--- config.mk ---
export PLATFORM = sky130hd
export DESIGN_NAME = signnarrower_r0
export DESIGN_NICKNAME = d
export VERILOG_FILES = /design/src/rtl/signnarrower_r0.sv
export SDC_FILE = /design/constraint.sdc
export NUM_CORES = 1
export LEC_CHECK = 0
export ABC_CLOCK_PERIOD_IN_PS = 4000
export BUFFER_PORTS_ARGS = -buffer_cell sky130_fd_sc_hd__buf_2
export CAP_MARGIN = 0
export CORE_MARGIN = 5
export CORE_UTILIZATION = 55
export DETAILED_ROUTE_END_ITERATION = 16
export GPL_TIMING_DRIVEN = 0
export PLACE_DENSITY = 0.83
export SETUP_SLACK_MARGIN = 0.05
export SYNTH_ARGS = -nofsm -noshare
export SYNTH_HDL_FRONTEND = slang
export SYNTH_SLANG_ARGS = --single-unit
--- constraint.sdc ---
create_clock -name clk -period 4 [get_ports clk]
set_input_delay 0.4 -clock clk [delete_from_list [all_inputs] [get_ports clk]]
set_output_delay 0.4 -clock clk [all_outputs]
set_load 0.03 [all_outputs]
--- src/rtl/signnarrower_r0.sv ---
// rtl/signnarrower_r0.sv - per-lane wide-to-narrow converter with clamp/wrap and a 2-entry skid buffer
module signnarrower_r0 #(
    parameter int IN_WIDTH  = 32,
    parameter int OUT_WIDTH = 16,
    parameter int DEPTH     = 1
) (
    input  logic                          clk,
    input  logic                          rst,
    input  logic                          en_n,
    input  logic [DEPTH*IN_WIDTH-1:0]     dataIn,
    input  logic                          isSigned,
    input  logic                          saturate,
    input  logic                          inValid,
    output logic                          inReady,
    output logic [DEPTH*OUT_WIDTH-1:0]    dataOut,
    output logic [DEPTH-1:0]              ovf,
    output logic                          outValid,
    input  logic                          outReady,
    input  logic                          ovfClr,
    output logic [15:0]                   ovfCount
);

    localparam int DROP = IN_WIDTH - OUT_WIDTH;

    typedef enum logic [1:0] {
        EMPTY = 2'd0,
        ONE   = 2'd1,
        TWO   = 2'd2
    } bufState_e;

    bufState_e state;
    bufState_e stateNext;

    logic [DEPTH*OUT_WIDTH-1:0] narrowData;
    logic [DEPTH-1:0]           narrowOvf;

    logic [DEPTH*OUT_WIDTH-1:0] headData;
    logic [DEPTH-1:0]           headOvf;
    logic [DEPTH*OUT_WIDTH-1:0] tailData;
    logic [DEPTH-1:0]           tailOvf;

    logic inReadyReg;
    logic outValidReg;
    logic [15:0] ovfCountReg;

    logic accept;
    logic deliver;
    logic loadHead;
    logic loadTail;
    logic shiftTail;

    // Narrowing is purely combinational; the result is captured at acceptance.
    for (genvar i = 0; i < DEPTH; i++) begin : gLane
        logic [IN_WIDTH-1:0]  lane;
        logic [DROP-1:0]      dropped;
        logic                 unsOvf;
        logic                 signOvf;
        logic                 laneOvf;
        logic [OUT_WIDTH-1:0] satVal;

        assign lane    = dataIn[IN_WIDTH*i +: IN_WIDTH];
        assign dropped = lane[IN_WIDTH-1:OUT_WIDTH];
        assign unsOvf  = |dropped;
        // Signed value fits only when the dropped bits replicate the new sign bit.
        assign signOvf = !((&{dropped, lane[OUT_WIDTH-1]}) || !(|{dropped, lane[OUT_WIDTH-1]}));
        assign laneOvf = isSigned ? signOvf : unsOvf;

        always_comb begin
            satVal = '1;
            if (isSigned) begin
                if (lane[IN_WIDTH-1]) begin
                    satVal = {1'b1, {(OUT_WIDTH-1){1'b0}}};
                end else begin
                    satVal = {1'b0, {(OUT_WIDTH-1){1'b1}}};
                end
            end
        end

        assign narrowData[OUT_WIDTH*i +: OUT_WIDTH] = (saturate && laneOvf) ? satVal : lane[OUT_WIDTH-1:0];
        assign narrowOvf[i] = laneOvf;
    end

    assign accept  = inValid && inReadyReg && !en_n;
    assign deliver = outValidReg && outReady && !en_n;

    always_ff @(posedge clk) begin
        if (rst) begin
            state <= EMPTY;
        end else begin
            state <= stateNext;
        end
    end

    always_comb begin
        stateNext = state;
        loadHead  = 1'b0;
        loadTail  = 1'b0;
        shiftTail = 1'b0;
        case (state)
            EMPTY: begin
                if (accept) begin
                    stateNext = ONE;
                    loadHead  = 1'b1;
                end
            end
            ONE: begin
                if (accept && !deliver) begin
                    stateNext = TWO;
                    loadTail  = 1'b1;
                end else if (accept && deliver) begin
                    loadHead  = 1'b1;
                end else if (deliver) begin
                    stateNext = EMPTY;
                end
            end
            TWO: begin
                if (deliver) begin
                    stateNext = ONE;
                    shiftTail = 1'b1;
                end
            end
            default: begin
                stateNext = EMPTY;
            end
        endcase
    end

    // Handshake flags are registered copies of the next state.
    always_ff @(posedge clk) begin
        if (rst) begin
            inReadyReg  <= 1'b1;
            outValidReg <= 1'b0;
        end else begin
            inReadyReg  <= (stateNext != TWO);
            outValidReg <= (stateNext != EMPTY);
        end
    end

    always_ff @(posedge clk) begin
        if (rst) begin
            headData <= '0;
            headOvf  <= '0;
            tailData <= '0;
            tailOvf  <= '0;
        end else begin
            if (loadHead) begin
                headData <= narrowData;
                headOvf  <= narrowOvf;
            end else if (shiftTail) begin
                headData <= tailData;
                headOvf  <= tailOvf;
            end
            if (loadTail) begin
                tailData <= narrowData;
                tailOvf  <= narrowOvf;
            end
        end
    end

    always_ff @(posedge clk) begin
        if (rst) begin
            ovfCountReg <= '0;
        end else if (!en_n) begin
            if (ovfClr) begin
                ovfCountReg <= '0;
            end else if (accept && (|narrowOvf) && (ovfCountReg != 16'hFFFF)) begin
                ovfCountReg <= ovfCountReg + 16'd1;
            end
        end
    end

    assign inReady  = inReadyReg;
    assign outValid = outValidReg;
    assign dataOut  = headData;
    assign ovf      = headOvf;
    assign ovfCount = ovfCountReg;

endmodule

Yosys cells after proc, flatten, opt, wreduce, memory -nomap -nowiden
Cells that the tools add are included.
{"block": "word_totals", "ramBits": 0, "output_inout_bits": 35, "latch_bits": 0, "rom_bits": 0, "inputBits": 40, "word_cells": 60, "n_memories": 0, "reg_bits": 54}
{"block": "classes", "magnitude_cmp": 0, "n_bitwise": 1, "multipliers": 0, "reduce_logical": 22, "mux": 24, "n_addsub": 1, "n_div": 0, "eq_ne": 4, "n_shift": 0}
{"operator": "$mux 16", "n": 7}
{"operator": "$reduce_and 17->1", "n": 1}
{"operator": "$reduce_or 17->1", "n": 1}
{"operator": "$add 16x1->16 const B", "n": 1}
{"operator": "$ne 16x16->1 const B", "n": 1}
{"operator": "$reduce_or 16->1", "n": 1}
{"operator": "$mux 1", "n": 10}
{"operator": "$mux 2", "n": 5}
{"operator": "$logic_and 1x1->1", "n": 9}
{"operator": "$pmux 2 s3", "n": 1}
{"operator": "$reduce_bool 2->1", "n": 3}
{"operator": "$logic_not 1->1", "n": 4}
{"operator": "$eq 2x1->1 const B", "n": 1}
{"operator": "$eq 2x2->1 const B", "n": 1}
{"operator": "$logic_not 2->1", "n": 1}
{"operator": "$ne 2x2->1 const B", "n": 1}
{"operator": "$pmux 1 s2", "n": 1}
{"operator": "$reduce_and 2->1", "n": 1}
{"operator": "$logic_or 1x1->1", "n": 1}
{"operator": "$not 1->1", "n": 1}

Logic depth before layout (Yosys ltp)
Gate-level depths: netlist (run 1).
{"block": "depth", "word_depth": 9, "depth_mapped": 8, "depth_no_buf": 7}

Worst setup path after synthesis (run 1)
No wires, ideal clock.
{"block": "synth_timing", "path_kind": "register to register", "startpoint": "register outValidReg (netlist: outValid)", "endpoint": "register headData[1] (netlist: dataOut[1])", "t_required_ns": 3.925, "path_buffers": 2, "slack_ns": 2.181, "synth_period_minus_slack_ns": 1.819, "stages_incl_launch_ff": 9, "arrival_time_ns": 1.744, "setup_ns": 0.075, "cell_sequence": "dfxtp_1 nand3b_4 a211oi_4 and2b_1 and4_1 buf_6 buf_8 nor2_1 o22ai_1"}
{"block": "synth_via", "elab_chain_cells": 7, "elab_cells_between_ends": 12, "cone_classes": "6 x mux; 6 x reduce/logical"}
{"item": "start: declaration", "line_no": "43", "source": "logic outValidReg;"}
{"item": "start signal: assignment", "line_no": "135", "source": "outValidReg <= (stateNext != EMPTY);"}
{"item": "$logic_and 1x1->1 * (2 in series)", "line_no": "84", "source": "assign deliver = outValidReg && outReady && !en_n;"}
{"item": "$logic_and 1x1->1 / $logic_not 1->1 (equally long branches)", "line_no": "110, 107"}
{"item": "$mux 1 / $logic_and 1x1->1 (equally long branches)", "line_no": "110, 107"}
{"item": "$mux 1", "line_no": "107", "source": "if (accept && !deliver) begin"}
{"item": "$pmux 1 s2", "line_no": "99", "source": "case (state)"}
{"item": "$mux 16 / $reduce_bool 2->1 (equally long branches)"}
{"item": "end signal: assignment", "line_no": "147", "source": "headData <= narrowData;"}
{"item": "end signal: assignment", "line_no": "150", "source": "headData <= tailData;"}
{"item": "end: declaration", "line_no": "37", "source": "logic [DEPTH*OUT_WIDTH-1:0] headData;"}
Every way passes the cells marked *; elsewhere a longest branch is shown, timed or not.
A chain may end at the register's enable or synchronous reset.

Final worst setup path (run 1)
{"block": "layout_timing", "startpoint": "register ovfCountReg[0] (netlist: ovfCount[0])", "endpoint": "register ovfCountReg[15] (netlist: ovfCount[15])"}
{"block": "layout_via", "elab_chain_cells": 4, "elab_cells_between_ends": 7, "cone_classes": "1 x add/sub; 1 x eq/ne; 2 x mux; 3 x reduce/logical"}
{"item": "start: declaration", "line_no": "44", "source": "logic [15:0] ovfCountReg;"}
{"item": "start signal: assignment", "line_no": "167", "source": "ovfCountReg <= ovfCountReg + 16'd1;"}
{"item": "branches (longest 4 deep; another with $add 16x1->16)"}
Parallel ways; which one is timed is not known. The select of a mux whose other input is x is not followed.

==> results of run 1 <==
cells by family after synthesis:
logic type | after synthesis | share of synthesized area
xor gates and xnor gates | 11 | 0.0383
DFF | 54 | 0.430
muxes | 17 | 0.0681
buffers and inverters | 19 | 0.0527
AOI/OAI and AO/OA | 58 | 0.141
adders and majority gates | 1 | 0.00497
and+or+nand+nor | 129 | 0.266
state kept, by name (all words and copies together), names as in the netlist:
name / flops
tailData: 16
inReady: 1
state: 2
ovfCount: 16
dataOut: 16
ovf: 1
tailOvf: 1
outValid: 1
worst max-delay path, stage by stage (launching register included):
cell	delay [ns]
sky130_fd_sc_hd__dfxtp_1	0.36
sky130_fd_sc_hd__ha_1	0.24
sky130_fd_sc_hd__nand2_1	0.12
sky130_fd_sc_hd__nor3_1	0.06
sky130_fd_sc_hd__a2bb2oi_1	0.18
sky130_fd_sc_hd__buf_4	0.20
sky130_fd_sc_hd__nand3_1	0.17
sky130_fd_sc_hd__or3_1	0.35
sky130_fd_sc_hd__a21oi_1	0.14
cell type report:
type,count,area share
plain buffers,14,0.0373
clock buffers,6,0.0271
clock inverters,2,0.00533
inverters,5,0.00615
multi-input cells,216,0.427
flip-flops and latches,54,0.354
well taps,52,0.0213
repair buffers,74,0.121
power by group through the flow:
| stage | clock [mW] | sequential [mW] | combinational, mW |
|---|---|---|---|
| after floorplan | 0 | 0.602 | 0.0610 |
| after global placement | 0 | 0.578 | 0.134 |
| after detailed placement | 0 | 0.579 | 0.137 |
| after CTS | 0.324 | 0.566 | 0.138 |
| after global routing | 0.352 | 0.569 | 0.151 |
| final | 0.320 | 0.566 | 0.138 |
per-layer routing:
layer  up-vias  GRT usage  part of all wire
met5         -          0                 0
met4         0     0.0447            0.0070
met3         4     0.0509             0.052
met2        58      0.362              0.51
met1      1095      0.236              0.43
li1       1192          -                 -
cell usage in the layout (no fill, tap or decap), types with 2 or more instances in the layout:
cell                        n
sky130_fd_sc_hd__a21o_1     2
sky130_fd_sc_hd__a21oi_1    8
sky130_fd_sc_hd__a31oi_1    2
sky130_fd_sc_hd__and3_1     4
sky130_fd_sc_hd__and4_1     3
sky130_fd_sc_hd__buf_2     76
sky130_fd_sc_hd__buf_6      3
sky130_fd_sc_hd__clkbuf_1   4
sky130_fd_sc_hd__clkbuf_8   8
sky130_fd_sc_hd__dfxtp_1   54
sky130_fd_sc_hd__inv_1      5
sky130_fd_sc_hd__mux2i_1   16
sky130_fd_sc_hd__nand2_1   26
sky130_fd_sc_hd__nand3_1    9
sky130_fd_sc_hd__nand3b_4   2
sky130_fd_sc_hd__nand4_1   11
sky130_fd_sc_hd__nor2_1    50
sky130_fd_sc_hd__nor4_1     6
sky130_fd_sc_hd__o21ai_0   11
sky130_fd_sc_hd__o21ai_1   12
sky130_fd_sc_hd__o22ai_1   15
sky130_fd_sc_hd__o31ai_1    2
sky130_fd_sc_hd__or3_1      2
sky130_fd_sc_hd__or4_1      2
sky130_fd_sc_hd__xnor2_1    3
sky130_fd_sc_hd__xor2_1     8
worst max-delay path by stage:
stage,slack (ns),end,cells past startpoint
after detailed placement,1.85,dataOut[3],9
final,2.12,ovfCount[15],8
after global placement,1.94,dataOut[10],9
after floorplan,2.18,dataOut[1],8
after CTS,2.12,ovfCount[15],8
after global routing,1.96,ovfCount[13],8
==> flow_summary.ini, run 1 <==
[status]
outcome = finished, final reports clean

[clock_tree]
ctsRootBufferMaster = sky130_fd_sc_hd__clkbuf_8
cts_setup_buffers = 0
clock_tree_from_tritoncts = yes
post_cts.resized_instances = 0
insertion_delay_ns = 0.30
clk_path_buf_depth = 2
clkSinkCount = 54
clkSlewWorstSetupHoldPaths_ns = 0.10
cts_buffers = 5
htreeDepth = 2
post_cts_hold_buffer_count = 0

[route]
vias_per_inst = 5.55
dr_total_vias = 2349
drcViolationCount = 0
drt-initial-drc-count = 97
drtPass1Iterations = 4
wirelength_mm = 6.01
routed_wire_length_per_instance_um = 14.2
antenna_violating_nets_left = 0

[pwr]
power.switching_mw = 0.272
switching_share = 0.265
cell_area_power_density_nw_per_um2 = 336
power.total_mw = 1.02
p_seq_frac = 0.553
share_comb_of_total_power = 0.134
ir_worst_vdd_v = 0.000278
power.leakage_nw = 1.29
power.share.clock = 0.312
internal-power_mw = 0.752

[timing]
achievable-frequency_mhz = 531
unrepaired_setup_endpoints_after_global_routing = false
holdWs_ns = 0.347
finalSetupViolCount = 0
post-route-worst-setup-slack_ns = 2.12
slew_headroom = 0.631
timing.final.max_slew_violations = 0
setup-tns-final_ns = 0
fin_crit_ns = 1.88
fin_skew_ns = 0.00662
worst-slew-pin-transition_ns = 0.550
final_min_period_over_clock_period = 0.471
report.final.hold_viol_count = 0

[place]
numPortBuffers = 74
post-place-cells = 415
hpwl_mm = 4.65
placed_area_um2 = 2950
place.gp.congestion = 0.768
preCtsSetupSlack_ns = 1.85

[setup_path]
depth_of_the_worst_register_to_register_path = 8
reg_to_reg_end = ovfCount[15]
timing.setup.critical_path_class = reg2reg
worst-path-max-fanout = 10
endpoint_kind = flip-flop
timing.critical_path.from_type = flip-flop
critPathRequiredTime_ns = 4.24
cp.arrival_ns = 2.12
startpoint = ovfCount[0]
r2r-start = ovfCount[0]
flop_to_flop_setup_slack_ns = 2.12

[global_route]
first_global_vias = 2338
grt_usage = 0.200
pin_count_of_the_biggest_net_entering_global_routing = 18
grt_remaining_overflow = 0
wire_length_of_the_first_global_routing_pass_mm = 10.2
grt_antenna_before_repair = 0

[synth]
synthesis.nets = 330
mappedNetlistArea_um2 = 2520
netlist_instances = 289
post_synth_num_cell_types = 51
synth_edf_count = 0
synth.most_common_cell = sky130_fd_sc_hd__dfxtp_1
netlist.top_cell.by_area = sky130_fd_sc_hd__dfxtp_1
fraction_of_post_synthesis_cell_area_in_the_top_cell_type_by_area = 0.430
synth-warning-count = 0
netlist_top_cells_count = sky130_fd_sc_hd__dfxtp_1 (54), sky130_fd_sc_hd__nor2_1 (50), sky130_fd_sc_hd__nand2_1 (26)
synth_top_flop_cell = sky130_fd_sc_hd__dfxtp_1
avgSynthCellArea_um2 = 8.71
ys_seq_elements = 54
post_synth_main_area_contributors = sky130_fd_sc_hd__dfxtp_1 (43%), sky130_fd_sc_hd__nor2_1 (7.5%), sky130_fd_sc_hd__mux2i_1 (6.4%)
ys_seq_area_frac = 0.430
synth_async_sr_flop_share = 0

[floorplan]
rows = 24
floorplan.die.height_um = 77.6
dieWidth_um = 77.6
io_pins = 75
core_area_um2 = 4380
initial_utilization = 0.574
die-area_um2 = 6030

[cells_and_area]
finalCoreUtilization = 0.696
antenna_cells_inserted = 0
n_fill_cell = 359
num-nets-final = 411
area_of_all_sequential_standard_cells_um2 = 1080
layout-drive-gt1-share = 0.278
layout.cell_area.non_filler_um2 = 3050
layoutNonFillerInstCount = 423
area.growth.synth_to_final_pct = 21.2
multi_input_comb_area_um2 = 1300

[min_path]
hold_path_class = in2reg
min_delay_path_depth = 3
hold_path.startpoint = dataIn[6]
worst_hold_path.endpoint = tailData[6]

[flow_run]
drv_cap = 0
(Power assumes the default switching activity.)
==> run 2: changes to the inputs <==
--- a/config.mk
+++ b/config.mk
@@ -5,14 +5,15 @@
 export SDC_FILE = /design/constraint.sdc
 export NUM_CORES = 1
 export LEC_CHECK = 0
-export ABC_CLOCK_PERIOD_IN_PS = 4000
+export ABC_AREA = 1
+export ABC_CLOCK_PERIOD_IN_PS = 1700
 export BUFFER_PORTS_ARGS = -buffer_cell sky130_fd_sc_hd__buf_2
 export CAP_MARGIN = 0
 export CORE_MARGIN = 5
-export CORE_UTILIZATION = 55
+export CORE_UTILIZATION = 48
 export DETAILED_ROUTE_END_ITERATION = 16
 export GPL_TIMING_DRIVEN = 0
-export PLACE_DENSITY = 0.83
+export PLACE_DENSITY = 0.75
 export SETUP_SLACK_MARGIN = 0.05
 export SYNTH_ARGS = -nofsm -noshare
 export SYNTH_HDL_FRONTEND = slang
==> constraint.sdc (replaced) <==
create_clock -name clk -period 1.7 [get_ports clk]
set_input_delay 0.17 -clock clk [delete_from_list [all_inputs] [get_ports clk]]
set_output_delay 0.17 -clock clk [all_outputs]
set_load 0.03 [all_outputs]
==> flow_summary.ini, run 2 <==
[status]
outcome = finished, final reports clean

[setup_path]
timing.setup.critical_path_class = reg2reg
timing.critical_path.slowest_stage_cell = sky130_fd_sc_hd__dfxtp_4
timing.critical_path.from_type = flip-flop
crit_path_cell_chain = ha_4 > nand2_2 > nor2_4 > nand4_2 > nand2_4 > inv_4 > nand2_8 > buf_12 > nand3_1 > a21oi_1
critPathRequiredTime_ns = 1.94
endpoint_kind = flip-flop
worst-path-max-fanout = 10
depth_of_the_worst_register_to_register_path = 10
cp.arrival_ns = 1.78
slowest_stage_delay_on_critical_path_ns = 0.40

[global_route]
wire_length_of_the_first_global_routing_pass_mm = 14.0
grt_antenna_before_repair = 0
first_global_vias = 3191
grt_usage = 0.201
pin_count_of_the_biggest_net_entering_global_routing = 17
grt_remaining_overflow = 0

[cells_and_area]
antenna_cells_inserted = 0
layout_common_cells = sky130_fd_sc_hd__nand2_1 (133), sky130_fd_sc_hd__buf_2 (77), sky130_fd_sc_hd__inv_1 (74)
layoutNonFillerInstCount = 638
final_common_cell = sky130_fd_sc_hd__nand2_1
layout-drive-gt1-share = 0.217
num-nets-final = 601
area.growth.synth_to_final_pct = 21.0

[min_path]
hold_path_class = in2reg
min_delay_path_depth = 5

[synth]
post_synth_num_cell_types = 30
post_synth_main_area_contributors = sky130_fd_sc_hd__dfxtp_1 (35%), sky130_fd_sc_hd__nand2_1 (16%), sky130_fd_sc_hd__inv_1 (9.0%)
synth.most_common_cell = sky130_fd_sc_hd__nand2_1
synth_async_sr_flop_share = 0
synth-warning-count = 0
synthesis.nets = 520
netlist_instances = 479
fraction_of_post_synthesis_cell_area_in_the_top_cell_type_by_area = 0.350
ys_seq_area_frac = 0.350
netlist_top_cells_count = sky130_fd_sc_hd__nand2_1 (134), sky130_fd_sc_hd__inv_1 (74), sky130_fd_sc_hd__dfxtp_1 (54), sky130_fd_sc_hd__nand3_1 (54), sky130_fd_sc_hd__nor2_1 (47)
netlist.top_cell.by_area = sky130_fd_sc_hd__dfxtp_1
mappedNetlistArea_um2 = 3090
synth_edf_count = 0
synth_top_flop_cell = sky130_fd_sc_hd__dfxtp_1
avgSynthCellArea_um2 = 6.46
ys_seq_elements = 54

[floorplan]
dieWidth_um = 90.3
initial_utilization = 0.490
floorplan.die.height_um = 90.3
core_area_um2 = 6310
io_pins = 75
rows = 29
die-area_um2 = 8150

[place]
post-place-cells = 630
place.gp.congestion = 0.897
numPortBuffers = 74
hpwl_mm = 6.11
preCtsSetupSlack_ns = -0.0755

[timing]
worst-slew-pin-transition_ns = 0.544
fin_skew_ns = 0.00607
report.final.hold_viol_count = 0
post-route-worst-setup-slack_ns = 0.162
slew_headroom = 0.638
unrepaired_setup_endpoints_after_global_routing = true
final_min_period_over_clock_period = 0.905
finalSetupViolCount = 0
fin_crit_ns = 1.54
timing.final.max_slew_violations = 0
achievable-frequency_mhz = 650
holdWs_ns = 0.180

[pwr]
ir_worst_vdd_v = 0.000464
power.leakage_nw = 1.88
cell_area_power_density_nw_per_um2 = 729
power.total_mw = 2.73

[clock_tree]
clkSlewWorstSetupHoldPaths_ns = 0.10
clock_tree_from_tritoncts = yes
post_cts_hold_buffer_count = 0
clk_path_buf_depth = 2
clkSinkCount = 54
cts_buffers = 5
ctsRootBufferMaster = sky130_fd_sc_hd__clkbuf_8
insertion_delay_ns = 0.30
htreeDepth = 2

[route]
vias_per_inst = 5.02
antenna_violating_nets_left = 0
dr_total_vias = 3205
drt-initial-drc-count = 155
wirelength_mm = 8.11
drcViolationCount = 0
drtPass1Iterations = 5
routed_wire_length_per_instance_um = 12.7

[flow_run]
drv_cap = 0
run 2: cell types whose count changed after synthesis, sizes merged, moves of 3 or more:
cell	previous run	this run
mux2i	16	0
o22ai	15	0
buf	7	13
o211ai	1	15
nand2	26	137
nand3	9	61
and4	3	0
nor4	6	0
nand4	12	2
o21ai	23	6
and3	4	0
inv	5	80
a21oi	8	33
run 2: final timing paths:
check / start / endpoint / slack [ns]
worst max-delay path: ovfCount[0] / ovfCount[14] / 0.16
worst min register to register: ovfCount[9] / ovfCount[9] / 0.53
worst max register to register: ovfCount[0] / ovfCount[14] / 0.16
worst min-delay path: dataIn[3] / tailData[3] / 0.18
run 2: final cells by class:
type                       instances  area, um2
multi-input combinational        325       1630
clock inverter                     2       37.5
clock buffer                       6       72.6
timing repair buffer              75        378
buffer                            19        126
fill                             626       2570
inverter                          80        310
sequential                        54       1090
tap                               77       96.3
run 2: worst max-delay path: cells and delay by family (launching register included):
family,cells,cell delay (ns)
AND/OR/NAND/NOR,6,0.60
flip-flops,1,0.40
buffers and inverters,2,0.17
adder cells (fa/ha/maj),1,0.16
AO/OA/AOI/OAI,1,0.14
run 2: cell families (layout without fill, tap and decap cells):
kind of cell / after synthesis / count (layout) / synth area share
simple gates: 255 / 255 / 0.365
buf+inv: 100 / 182 / 0.136
compound gates: 56 / 56 / 0.108
flops: 54 / 54 / 0.350
xor+xnor: 13 / 13 / 0.0368
fa+ha+maj: 1 / 1 / 0.00404
run 2: per-layer routing:
layer	global-route usage	vias up	wire, um
met5	0	-	0
met4	0.0571	0	51
met3	0.0442	5	614
met2	0.358	110	3920
met1	0.240	1435	3520
li1	-	1655	-
run 2: what timing repair did:
item / CTS / global route
gates resized for setup: 9 / 9
endpoints found under the setup margin: 29 / 29
pin swaps: 1 / 1
buffers inserted: 1 / 0
run 2: power breakdown:
part,switching [mW],internal (mW)
clock network,0.426,0.440
registers,0.0312,1.32
logic,0.332,0.178
total,0.789,1.94
run 2: per-stage QoR:
| stage | cell area [um2] | util | setup TNS, ns |
|---|---|---|---|
| 4_1_cts | 3710 | 0.588 | 0 |
| 3_3_place_gp | 3560 | 0.564 | -0.794 |
| 2_1_floorplan | 3100 | - | 0 |
| 3_5_place_dp | 3560 | 0.564 | -0.937 |
| 5_1_grt | 3740 | 0.593 | 0 |
| 6_report | 3740 | 0.593 | 0 |
==> run 3: changes to the inputs <==
--- a/config.mk
+++ b/config.mk
@@ -14,6 +14,7 @@
 export DETAILED_ROUTE_END_ITERATION = 16
 export GPL_TIMING_DRIVEN = 0
 export PLACE_DENSITY = 0.75
+export REMOVE_ABC_BUFFERS = 1
 export SETUP_SLACK_MARGIN = 0.05
 export SYNTH_ARGS = -nofsm -noshare
 export SYNTH_HDL_FRONTEND = slang
==> constraint.sdc (replaced) <==
create_clock -name clk -period 1.7 [get_ports clk]
set_input_delay 0.255 -clock clk [delete_from_list [all_inputs] [get_ports clk]]
set_output_delay 0.255 -clock clk [all_outputs]
set_load 0.03 [all_outputs]
==> flow_summary.ini, run 3 (synthesis results as in run 2) <==
[status]
outcome = finished, final reports clean

[setup_path]
timing.setup.critical_path_class = reg2reg
slowest_stage_delay_on_critical_path_ns = 0.39
endpoint_kind = flip-flop
worst-path-max-fanout = 16
crit_path_cell_chain = ha_2 > nand2_2 > nor2_4 > nand4_2 > nand2_4 > o21ai_4 > buf_12 > nand2_1 > a21oi_1
cp_num_buf_inv = 1
crit_family = simple AND/OR/NAND/NOR gates
timing.critical_path.from_type = flip-flop
critPathRequiredTime_ns = 1.88
timing.critical_path.slowest_stage_cell = sky130_fd_sc_hd__dfxtp_4
cp.arrival_ns = 1.72
r2r-start = ovfCount[0]
startpoint = ovfCount[0]

[timing]
finalSetupViolCount = 0
fin_crit_ns = 1.55
worst-slew-pin-transition_ns = 0.653
timing.final.max_slew_violations = 0
unrepaired_setup_endpoints_after_global_routing = false
fin_skew_ns = 0.00425
final_min_period_over_clock_period = 0.911
achievable-frequency_mhz = 646
report.final.hold_viol_count = 0
slew_headroom = 0.564

[route]
dr_total_vias = 3154
drcViolationCount = 0
drtPass1Iterations = 4
vias_per_inst = 5.07
drt-initial-drc-count = 141
antenna_violating_nets_left = 0
routed_wire_length_per_instance_um = 12.4
wirelength_mm = 7.69

[clock_tree]
clock_tree_from_tritoncts = yes
clkSlewWorstSetupHoldPaths_ns = 0.10
clkSinkCount = 54
cts_buffers = 5
clk_path_buf_depth = 2
htreeDepth = 2
ctsRootBufferMaster = sky130_fd_sc_hd__clkbuf_8
insertion_delay_ns = 0.31
post_cts_hold_buffer_count = 0

[cells_and_area]
layout_common_cells = sky130_fd_sc_hd__nand2_1 (132), sky130_fd_sc_hd__inv_1 (74), sky130_fd_sc_hd__buf_2 (74)
n_fill_cell = 606
final_common_cell = sky130_fd_sc_hd__nand2_1
num-nets-final = 585
multi_input_comb_area_um2 = 1640
area.growth.synth_to_final_pct = 18.4
area_of_all_sequential_standard_cells_um2 = 1090
finalCoreUtilization = 0.580
layout-drive-gt1-share = 0.209
antenna_cells_inserted = 0

[floorplan]
initial_utilization = 0.490
floorplan.die.height_um = 90.3
io_pins = 75
core_area_um2 = 6310
die-area_um2 = 8150
dieWidth_um = 90.3
rows = 29

[global_route]
grt_usage = 0.183
first_global_vias = 2910
wire_length_of_the_first_global_routing_pass_mm = 12.7
pin_count_of_the_biggest_net_entering_global_routing = 34
grt_antenna_before_repair = 0
grt_remaining_overflow = 0

[pwr]
switching_share = 0.289
ir_worst_vdd_v = 0.000554
power.share.clock = 0.322
p_seq_frac = 0.498
power.total_mw = 2.71
share_comb_of_total_power = 0.180
power.leakage_nw = 1.85
cell_area_power_density_nw_per_um2 = 738
internal-power_mw = 1.92
power.switching_mw = 0.782

[flow_run]
drv_cap = 0

[min_path]
hold_path.startpoint = dataIn[13]
hold_path_class = in2reg

[place]
place.gp.congestion = 0.820
numPortBuffers = 74
hpwl_mm = 5.20
[run 3: cell types whose count changed in the layout (fill, tap and decap cells not counted), moves of 2 or more]
cell                       before  now
sky130_fd_sc_hd__clkbuf_1       7    0
sky130_fd_sc_hd__buf_4          5    2
sky130_fd_sc_hd__inv_6          0    3
sky130_fd_sc_hd__inv_4          4    2
sky130_fd_sc_hd__buf_2         77   74
sky130_fd_sc_hd__clkbuf_4       3    0
[run 3: worst paths after layout]
kind / to / slack [ns] / cells past startpoint
setup / recovery: ovfCount[10] / 0.15 / 9
hold / removal: tailData[13] / 0.25 / 5
setup reg to reg: ovfCount[10] / 0.15 / 9
hold reg to reg: ovfCount[14] / 0.53 / 2
[run 3: metal layers]
layer | wire (um) | GRT usage
met4 | 85 | 0.0459
met1 | 3400 | 0.220
met2 | 3840 | 0.329
met3 | 365 | 0.0375
met5 | 0 | 0
[run 3: power groups by stage]
stage | combinational (mW) | clock (mW) | sequential [mW]
CTS | 0.476 | 0.907 | 1.35
global route | 0.542 | 0.945 | 1.35
floorplan | 0.224 | 0 | 1.45
finish | 0.486 | 0.872 | 1.35
global placement | 0.456 | 0 | 1.37
detailed placement | 0.465 | 0 | 1.38
[run 3: layout make-up]
cell class / count / share of cell area
clock buffers: 5 / 0.0188
clock inverters: 3 / 0.0120
inverters: 80 / 0.0861
multi-input cells: 326 / 0.449
flip-flops and latches: 54 / 0.297
well taps: 77 / 0.0263
repair buffers: 77 / 0.111
[run 3: stage by stage]
stage	worst slack (ns)	hold WS [ns]	cells	setup TNS, ns	area [um2]
6_report	0.151	0.253	622	0	3660
5_1_grt	0.0533	0.262	622	0	3660
4_1_cts	-0.0650	0.237	619	-1.48	3590
3_5_place_dp	-0.291	0.521	610	-7.50	3440
3_3_place_gp	-0.229	0.510	610	-5.37	3440
2_1_floorplan	-0.00397	0.324	459	-0.0319	2980
[run 3: repair_timing]
item | CTS | global route
hold endpoints to repair | 0 | 0
setup buffers | 1 | 2
endpoints found under the setup margin | 52 | 53
pin swaps | 1 | 3
gates cloned | 0 | 1
gates resized for setup | 7 | 12
[run 3: worst min-delay path, stage by stage]
cell and delay [ns]:
sky130_fd_sc_hd__buf_2 0.07, sky130_fd_sc_hd__nand2_1 0.05, sky130_fd_sc_hd__nand3_1 0.07, sky130_fd_sc_hd__nand2_1 0.05
sky130_fd_sc_hd__inv_1 0.04
